**src/rtl/hazard_pkg.sv**
```systemverilog
// Shared encodings for the pipeline hazard controller.
package hazard_pkg;
  typedef enum logic [1:0] {
    RUN    = 2'd0,
    STALL  = 2'd1,
    FREEZE = 2'd2
  } state_t;

  localparam int unsigned REG_ZERO = 0;
endpackage

```
**src/rtl/hazard_ctrl_unit_sat_counter.sv**
```systemverilog
// Saturating up-counter with synchronous clear and asynchronous reset.
module sat_counter #(
  parameter int unsigned W = 16
) (
  input  logic         clk,
  input  logic         rst,
  input  logic         inc,
  input  logic         clear,
  output logic [W-1:0] count
);
  always_ff @(posedge clk or posedge rst) begin
    if (rst) begin
      count <= '0;
    end else if (clear) begin
      count <= '0;
    end else if (inc && (count != '1)) begin
      count <= count + 1'b1;
    end
  end
endmodule

```
**src/rtl/hazard_ctrl_unit.sv**
```systemverilog
// Load-use / branch-operand hazard controller with counted multi-cycle stalls,
// taken-branch IF/ID flush, memory-busy freeze and a saturating stall counter.
module hazard_ctrl_unit
  import hazard_pkg::*;
#(
  parameter int unsigned REG_AW     = 5,
  parameter int unsigned LOAD_STALL = 1,
  parameter bit          BR_IN_ID   = 1'b1,
  parameter int unsigned PERF_W     = 16
) (
  input  logic              clk,
  input  logic              rst,
  input  logic [REG_AW-1:0] IF_ID_Rs_addr,
  input  logic [REG_AW-1:0] IF_ID_Rt_addr,
  input  logic              IF_ID_uses_rt,
  input  logic              ID_branch,
  input  logic              branch_taken,
  input  logic              ID_EX_MemRead,
  input  logic              ID_EX_RegWrite,
  input  logic [REG_AW-1:0] ID_EX_Wr_addr,
  input  logic              mem_busy,
  output logic              PC_Write,
  output logic              IF_ID_write,
  output logic              IF_ID_flush,
  output logic              isControl,
  output logic              pipe_hold,
  output logic [PERF_W-1:0] stall_count
);
  localparam logic [REG_AW-1:0] ZERO_ADDR = REG_AW'(REG_ZERO);

  state_t     state_q, state_d, resume_q, resume_d, cur;
  logic [2:0] rem_q, rem_d;
  logic       src_hit, lu_haz, br_haz, stall_cyc;
  logic [3:0] lu_len, br_len, haz_len;

  assign src_hit = (ID_EX_Wr_addr != ZERO_ADDR) &&
                   ((ID_EX_Wr_addr == IF_ID_Rs_addr) ||
                    (IF_ID_uses_rt && (ID_EX_Wr_addr == IF_ID_Rt_addr)));
  assign lu_haz  = ID_EX_MemRead && src_hit;
  assign br_haz  = BR_IN_ID && ID_branch && ID_EX_RegWrite && src_hit;

  always_comb begin
    lu_len  = lu_haz ? 4'(LOAD_STALL) : 4'd0;
    br_len  = '0;
    if (br_haz) br_len = ID_EX_MemRead ? 4'(LOAD_STALL + 1) : 4'd1;
    haz_len = (lu_len > br_len) ? lu_len : br_len;
  end

  always_ff @(posedge clk or posedge rst) begin
    if (rst) begin
      state_q  <= RUN;
      resume_q <= RUN;
      rem_q    <= '0;
    end else begin
      state_q  <= state_d;
      resume_q <= resume_d;
      rem_q    <= rem_d;
    end
  end

  // While frozen, the saved state is what runs once mem_busy drops.
  always_comb begin
    state_d     = state_q;
    resume_d    = resume_q;
    rem_d       = rem_q;
    PC_Write    = 1'b1;
    IF_ID_write = 1'b1;
    IF_ID_flush = 1'b0;
    isControl   = 1'b1;
    pipe_hold   = 1'b0;
    stall_cyc   = 1'b0;
    cur         = (state_q == FREEZE) ? resume_q : state_q;
    if (rst) begin
      PC_Write    = 1'b0;
      IF_ID_write = 1'b0;
      isControl   = 1'b0;
    end else if (mem_busy) begin
      PC_Write    = 1'b0;
      IF_ID_write = 1'b0;
      pipe_hold   = 1'b1;
      stall_cyc   = 1'b1;
      state_d     = FREEZE;
      resume_d    = cur;
    end else begin
      case (cur)
        RUN: begin
          state_d = RUN;
          if (haz_len != 4'd0) begin
            PC_Write    = 1'b0;
            IF_ID_write = 1'b0;
            isControl   = 1'b0;
            stall_cyc   = 1'b1;
            if (haz_len > 4'd1) begin
              state_d = STALL;
              rem_d   = 3'(haz_len - 4'd1);
            end
          end else if (ID_branch && branch_taken) begin
            IF_ID_flush = 1'b1;
          end
        end
        STALL: begin
          PC_Write    = 1'b0;
          IF_ID_write = 1'b0;
          isControl   = 1'b0;
          stall_cyc   = 1'b1;
          rem_d       = rem_q - 3'd1;
          if (rem_q <= 3'd1) begin
            state_d = RUN;
            rem_d   = '0;
          end
        end
        default: state_d = RUN;
      endcase
    end
  end

  sat_counter #(.W(PERF_W)) u_stall_cnt (
    .clk  (clk),
    .rst  (rst),
    .inc  (stall_cyc),
    .clear(1'b0),
    .count(stall_count)
  );
endmodule
```
**config.mk**
```make
export PLATFORM = sky130hd
export DESIGN_NAME = hazard_ctrl_unit
export DESIGN_NICKNAME = d
export VERILOG_FILES = /design/src/rtl/hazard_pkg.sv /design/src/rtl/hazard_ctrl_unit_sat_counter.sv /design/src/rtl/hazard_ctrl_unit.sv
export SDC_FILE = /design/constraint.sdc
export NUM_CORES = 1
export LEC_CHECK = 0
export CAP_MARGIN = 20
export CORE_MARGIN = 1
export CORE_UTILIZATION = 31
export DETAILED_ROUTE_END_ITERATION = 12
export SYNTH_ARGS = -nofsm -noshare
export SYNTH_HDL_FRONTEND = slang
export SYNTH_SLANG_ARGS = --single-unit
```
**constraint.sdc**
```tcl
create_clock -name clk -period 4.21 [get_ports clk]
set_clock_uncertainty 0.05 [all_clocks]
set_input_delay 0.421 -clock clk [delete_from_list [all_inputs] [get_ports clk]]
set_output_delay 0.421 -clock clk [all_outputs]
set_load 0.005 [all_outputs]
```
# Word level (Yosys, flattened, before mapping)
# Cells that the tools add are included.
[word_totals] register_bits=23 in_bits=23 out_inout_bits=21 elab_cells=66
[classes] addsub=3 magnitude_cmp=3 n_eq_ne=8 mux=31 n_bitwise=2 n_reduce_logical=15
[op_table] cell="2-to-1 mux 1 bit" n=18
[op_table] cell="adder 16 x 1 -> 16 bit (second input constant)" n=1
[op_table] cell="inequality test 16 bit (second input constant)" n=1
[op_table] cell="== test 5 bit" n=2
[op_table] cell="2-to-1 mux 3 bit" n=3
[op_table] cell="2-to-1 mux 2 bit" n=4
[op_table] cell="2-to-1 mux 4 bit" n=2
[op_table] cell="logical AND 1 bit" n=7
[op_table] cell="one-hot mux 3 bit (2 select lines)" n=1
[op_table] cell="subtractor 3 x 1 -> 3 bit (second input constant)" n=2
[op_table] cell="AND reduction 5 bit" n=1
[op_table] cell="nonzero test 5 bit" n=1
[op_table] cell="greater-than comparator 1 x 4 -> 1 bit" n=1
[op_table] cell="greater-than comparator 4 x 1 -> 1 bit (second input constant)" n=1
[op_table] cell="inequality test 2 bit (second input constant)" n=2
[op_table] cell="one-hot mux 1 bit (2 select lines)" n=2
[op_table] cell="one-hot mux 2 bit (2 select lines)" n=1
[op_table] cell="AND reduction 2 bit" n=2
[op_table] cell="nonzero test 4 bit" n=1
[op_table] cell="<= comparator 3 x 1 -> 1 bit (second input constant)" n=1
[op_table] cell="inequality test 3 bit (second input constant)" n=1
[op_table] cell="== test 2 x 1 -> 1 bit (second input constant)" n=1
[op_table] cell="== test 2 bit (second input constant)" n=1
[op_table] cell="zero test 2 bit" n=1
[op_table] cell="other kinds (3)" n=4

# Longest topological paths before layout
[depth] word_depth=14 ltp_mapped=11 ltp_nobuf=11

# Modules after synthesis
# Synthesis repeated with hierarchy kept, for this count alone.
[unflattened] cells_unflattened=185 hier_area_um2=1645.3
[modules_own_cells] module="sat_counter" instances=1 cells_each=101 area_per_inst_um2=932.1 seq_area_each_um2=400.4
[modules_own_cells] module="hazard_ctrl_unit" instances=1 cells_each=84 area_per_inst_um2=713.2 seq_area_each_um2=175.2

# Worst setup path before layout
# No wires, ideal clock.
[synth_path] path_type="input-to-reg" from="input port ID_EX_Wr_addr[4]" to="register u_stall_cnt.count[1]" setup_ps=125 t_arrival_ps=2332 required_ps=4035 slack_ps=1703 path_stages=10 path_buffers=0 cell_sequence="xnor2_1 nand3_1 o32ai_2 and2_2 nand2_1 ha_1 a31oi_2 o21ai_2 a21oi_2 mux2_2"
[synth_between] elab_chain_cells=14 word_cells_on_any_way=18 cone_classes="1 x order compare; 2 x eq/ne; 7 x mux; 8 x reduce/logical"
[synth_rtl] item="from (decl)" line_no="hazard_ctrl_unit.sv:20" source="input logic [REG_AW-1:0] ID_EX_Wr_addr,"
[synth_rtl] item="== test 5 bit" line_no="hazard_ctrl_unit.sv:38" source="(IF_ID_uses_rt && (ID_EX_Wr_addr == IF_ID_Rt_addr)));"
[synth_rtl] item="logical AND 1 bit" line_no="hazard_ctrl_unit.sv:38"
[synth_rtl] item="logical OR 1 bit" line_no="hazard_ctrl_unit.sv:37" source="((ID_EX_Wr_addr == IF_ID_Rs_addr) ||"
[synth_rtl] item="logical AND 1 bit (*)" line_no="hazard_ctrl_unit.sv:36" source="assign src_hit = (ID_EX_Wr_addr != ZERO_ADDR) &&"
[synth_rtl] item="logical AND 1 bit (on tied branches)" line_no="hazard_ctrl_unit.sv:39, hazard_ctrl_unit.sv:40"
[synth_rtl] item="2-to-1 mux 1 bit / 2-to-1 mux 4 bit (equally long branches)" line_no="hazard_ctrl_unit.sv:43, hazard_ctrl_unit.sv:45"
[synth_rtl] item="greater-than comparator 1 x 4 -> 1 bit" line_no="hazard_ctrl_unit.sv:46" source="haz_len = (lu_len > br_len) ? lu_len : br_len;"
[synth_rtl] item="2-to-1 mux 4 bit (*)" line_no="hazard_ctrl_unit.sv:46"
[synth_rtl] item="nonzero test 4 bit (*)" line_no="hazard_ctrl_unit.sv:88" source="if (haz_len != 4'd0) begin"
[synth_rtl] item="2-to-1 mux 1 bit (*)" line_no="hazard_ctrl_unit.sv:88"
[synth_rtl] item="one-hot mux 1 bit (2 select lines) (*)" line_no="hazard_ctrl_unit.sv:85" source="case (cur)"
[synth_rtl] item="2-to-1 mux 1 bit (*)" line_no="hazard_ctrl_unit.sv:77" source="end else if (mem_busy) begin"
[synth_rtl] item="2-to-1 mux 1 bit (*)" line_no="hazard_ctrl_unit.sv:73" source="if (rst) begin"
[synth_rtl] item="logical AND 1 bit (*)" line_no="hazard_ctrl_unit_sat_counter.sv:16" source="end else if (inc && (count != '1)) begin"
[synth_rtl] item="to (signal assigned)" line_no="hazard_ctrl_unit_sat_counter.sv:17" source="count <= count + 1'b1;"
[synth_rtl] item="to (decl)" line_no="hazard_ctrl_unit_sat_counter.sv:9" source="output logic [W-1:0] count"
# Every way passes the cells marked *; elsewhere a longest branch is shown, timed or not.
# A chain may end at the register's enable or synchronous reset.

# Worst setup path after layout
[layout_path] from="input port ID_EX_Wr_addr[4]" to="output port isControl"
[layout_between] elab_chain_cells=13 word_cells_on_any_way=17 cone_classes="1 x order compare; 2 x eq/ne; 7 x mux; 7 x reduce/logical"
[layout_rtl] item="== test 5 bit" line_no="hazard_ctrl_unit.sv:38"
[layout_rtl] item="logical AND 1 bit" line_no="hazard_ctrl_unit.sv:38"
[layout_rtl] item="logical OR 1 bit" line_no="hazard_ctrl_unit.sv:37"
[layout_rtl] item="logical AND 1 bit (*)" line_no="hazard_ctrl_unit.sv:36"
[layout_rtl] item="logical AND 1 bit (on tied branches)" line_no="hazard_ctrl_unit.sv:39, hazard_ctrl_unit.sv:40"
[layout_rtl] item="2-to-1 mux 1 bit / 2-to-1 mux 4 bit (equally long branches)" line_no="hazard_ctrl_unit.sv:43, hazard_ctrl_unit.sv:45"
[layout_rtl] item="greater-than comparator 1 x 4 -> 1 bit" line_no="hazard_ctrl_unit.sv:46"
[layout_rtl] item="2-to-1 mux 4 bit (*)" line_no="hazard_ctrl_unit.sv:46"
[layout_rtl] item="nonzero test 4 bit (*)" line_no="hazard_ctrl_unit.sv:88"
[layout_rtl] item="2-to-1 mux 1 bit (*)" line_no="hazard_ctrl_unit.sv:88"
[layout_rtl] item="one-hot mux 1 bit (2 select lines) (*)" line_no="hazard_ctrl_unit.sv:85"
[layout_rtl] item="2-to-1 mux 1 bit (*)" line_no="hazard_ctrl_unit.sv:77"
[layout_rtl] item="2-to-1 mux 1 bit (*)" line_no="hazard_ctrl_unit.sv:73"
[layout_rtl] item="to (decl)" line_no="hazard_ctrl_unit.sv:25" source="output logic isControl,"
# Marked as above.

==> results.ini <==
[timing]
tns_ns=0
worst_slew_pin_slew_ns=0.384
max_freq_mhz=305
hold_slack_ns=0.455
fin_crit_ns=3.27
rsz0062_at_grt=false
slew-limit-headroom=0.744
slew_violations=0
final-setup-viol-count=0
hold_violations=0
min_period_over_period=0.778

[global_route]
first_global_vias=1220
track_usage=0.135
grt_max_degree=17
antenna_found_initial=0
grt_overflow_total=0
grt_pass1_wl_um=5280

[power]
power.density_nw_per_um2=336
seq_power_share=0.478
irDropWorstVdd_uv=119
combPwrFrac=0.313
p_int_mw=0.453
power_leakage_nw=0.780
finalPower_mw=0.650
power.switching_mw=0.196
pwr-share-clk=0.209
switching_share=0.302

[finish]
syn_to_final_growth_pct=38.7
drive_above_1_share=0.0890
nFillCells=406
multiInputGateArea_um2=774
seqCellArea_um2=576
nNetsFinal=219
diodes=0
utilization=0.445

[setup_path]
reg2reg_setup_slack_ns=2.29
crit_chain=clkdlybuf4s50_1, xnor2_1, nand3_1, o32ai_2, and2_2, nand2_1, ha_1, a31oi_2, a21oi_1, clkdlybuf4s50_1
cp_top_family=buffers and inverters
reg2reg_depth=6
crit_path_frequent_cell=clkdlybuf4s50_1
critPathMaxFanout=3
worstSetupStartpointType=primary input
cp_data_required_time_ns=3.74
crit_slowest_cell=clkdlybuf4s50_1
worstReg2RegStart=state_q[0]$_DFFE_PP0P_
r2r_end=u_stall_cnt.count[5]$_DFFE_PP0P_
path_class=primary input to primary output
crit_path_end_kind=primary output
slowest_delay_ns=0.54
worstPathArrival_ns=2.80
path_buf_inv=2

[placed_design]
gp_congestion=0.746
dp_hpwl_um=2560
port-buffer-count=43

[logic_synthesis]
synthCells=144
yosysUniqueCellTypes=35
ys_seq_area_frac=0.413
synth.avg_cell_area_um2=9.69
ys_ff_latch=23
ys_warn_count=0
syn_area_um2=1400
syn_nets=171

[detailed_routing]
via_count=1245
routedWlPerCell_um=12.8
viasPerCell=5.12
routed_wl_um=3120
firstDrtPassIters=4
top_layer=met4
route.detailed.drc=0
ant_nets=0
drtIter0Drc=37
met1Wirelength_um=1260
wl_met3_um=155
dr_wl_met2_um=1630

[clocking]
htree_levels=1
cts_tree=built
cts_buffers=3
clk_pin_slew_ns=0.08
clockBufferDepth=2
cts_resized=0
cts.sinks=23
cts_setup_buffers=0
clock_latency_ns=0.26
cts_root_buf=clkbuf_8
holdBufCountCts=0

[floorplan]
fp.dieH_um=69.1
dieArea_um2=4770
row_count=24
core_area_um2=4350
initial_core_util=0.320
die_width_um=69.1
io_pins=44

[hold_path]
min_from=u_stall_cnt.count[15]$_DFFE_PP0P_
min_delay_path_depth=1
whs_endpoint=u_stall_cnt.count[15]$_DFFE_PP0P_
holdCritPathClass=register to register

[run]
maxCapViolCount=0

[run_status]
outcome=completed

## power groups by stage
stage          combinational (mW)  sequential (mW)  clock, mW
3_5_place_dp                0.207            0.314          0
4_1_cts                     0.207            0.310      0.142
6_report                    0.203            0.311      0.136
5_1_grt                     0.221            0.320      0.151
3_3_place_gp                0.199            0.312          0
2_1_floorplan              0.0957            0.307          0
## flip-flops by register name, summed over array words and instances, names as in the netlist
register           count
u_stall_cnt.count     16
rem_q                  3
state_q                2
resume_q               2
## cells in the mapped netlist
library cell  number  area [um2]
o21a_1             3        22.5
mux2_2             3        33.8
a21oi_2            2        17.5
buf_4              1        7.51
nor2_1            11        41.3
nand2_1           15        56.3
and2_2             1        7.51
nand2b_1           1        6.26
nand3_2            1        10.0
o22a_1             1        8.76
o32ai_2            1        16.3
o21ai_2            1        8.76
ha_1               4        50.1
and4_1             1        8.76
a221o_1            1        10.0
o22ai_1            2        12.5
a211oi_4           1        20.0
o21ai_1            1        5.00
nor4_1             1        6.26
nand3_1            9        45.0
o21ai_0            6        30.0
inv_1             10        37.5
nand4_1            5        31.3
nor2_2             1        6.26
o32ai_1            1        8.76
nor3_1             2        10.0
xor2_1             6        52.6
a31oi_2            1        12.5
dfrtp_1           23         576
nor4_4             1        21.3
xnor2_1           19         166
a22o_1             1        8.76
a21oi_1            3        15.0
or2_0              1        6.26
and3_1             3        18.8
## layout make-up
cell class,count,area share
well taps,52,0.0336
flip-flops and latches,23,0.297
repair buffers,44,0.226
inverters,10,0.0194
clock buffers,4,0.0233
multi-input cells,110,0.400
## cells by family (layout without fill, tap and decap cells)
group,count (synthesis),after routing,share of synthesized area
AND/OR/NAND/NOR,53,53,0.197
adder cells (fa/ha/maj),4,4,0.0359
buffers and inverters,11,58,0.0323
multiplexers,3,3,0.0242
XOR/XNOR,25,25,0.157
flip-flops,23,23,0.413
AO/OA/AOI/OAI,25,25,0.141
## cell usage in the layout, fill, tap and decap left out, types with 2 or more instances in the layout
cell,count
a21oi_1,3
a21oi_2,2
and3_1,3
clkbuf_8,3
clkdlybuf4s50_1,43
dfrtp_1,23
ha_1,4
inv_1,10
mux2_2,3
nand2_1,15
nand3_1,9
nand4_1,5
nor2_1,11
nor3_1,2
o21a_1,3
o21ai_0,6
o22ai_1,2
xnor2_1,19
xor2_1,6
## worst max path at each step
stage                           from                          endpoint  slack, ns  cells after the start
global route        ID_EX_Wr_addr[2]                       IF_ID_write       0.78                     10
detailed placement  ID_EX_Wr_addr[4]  u_stall_cnt.count[5]$_DFFE_PP0P_       0.90                     12
global placement    ID_EX_Wr_addr[0]                         isControl       0.98                     10
CTS                 ID_EX_Wr_addr[4]                         isControl       0.91                     10
finish              ID_EX_Wr_addr[4]                         isControl       0.94                     10
floorplan           ID_EX_Wr_addr[4]  u_stall_cnt.count[1]$_DFFE_PP0P_       1.70                     10
## routing by layer
metal | up-vias | GRT usage
met2 | 53 | 0.247
met3 | 8 | 0.0249
met5 | - | 0
li1 | 591 | -
met1 | 593 | 0.151
met4 | 0 | 0.0612
## metrics by stage
| step | instance area, um2 | setup WS [ns] | cells |
|---|---|---|---|
| after floorplan | 1400 | 1.70 | 144 |
| after global placement | 1890 | 0.981 | 239 |
| after detailed placement | 1890 | 0.898 | 239 |
| after CTS | 1940 | 0.911 | 243 |
| after global routing | 1940 | 0.776 | 243 |
| final | 1940 | 0.937 | 243 |
No activity file was read; power rests on OpenSTA's default activity.
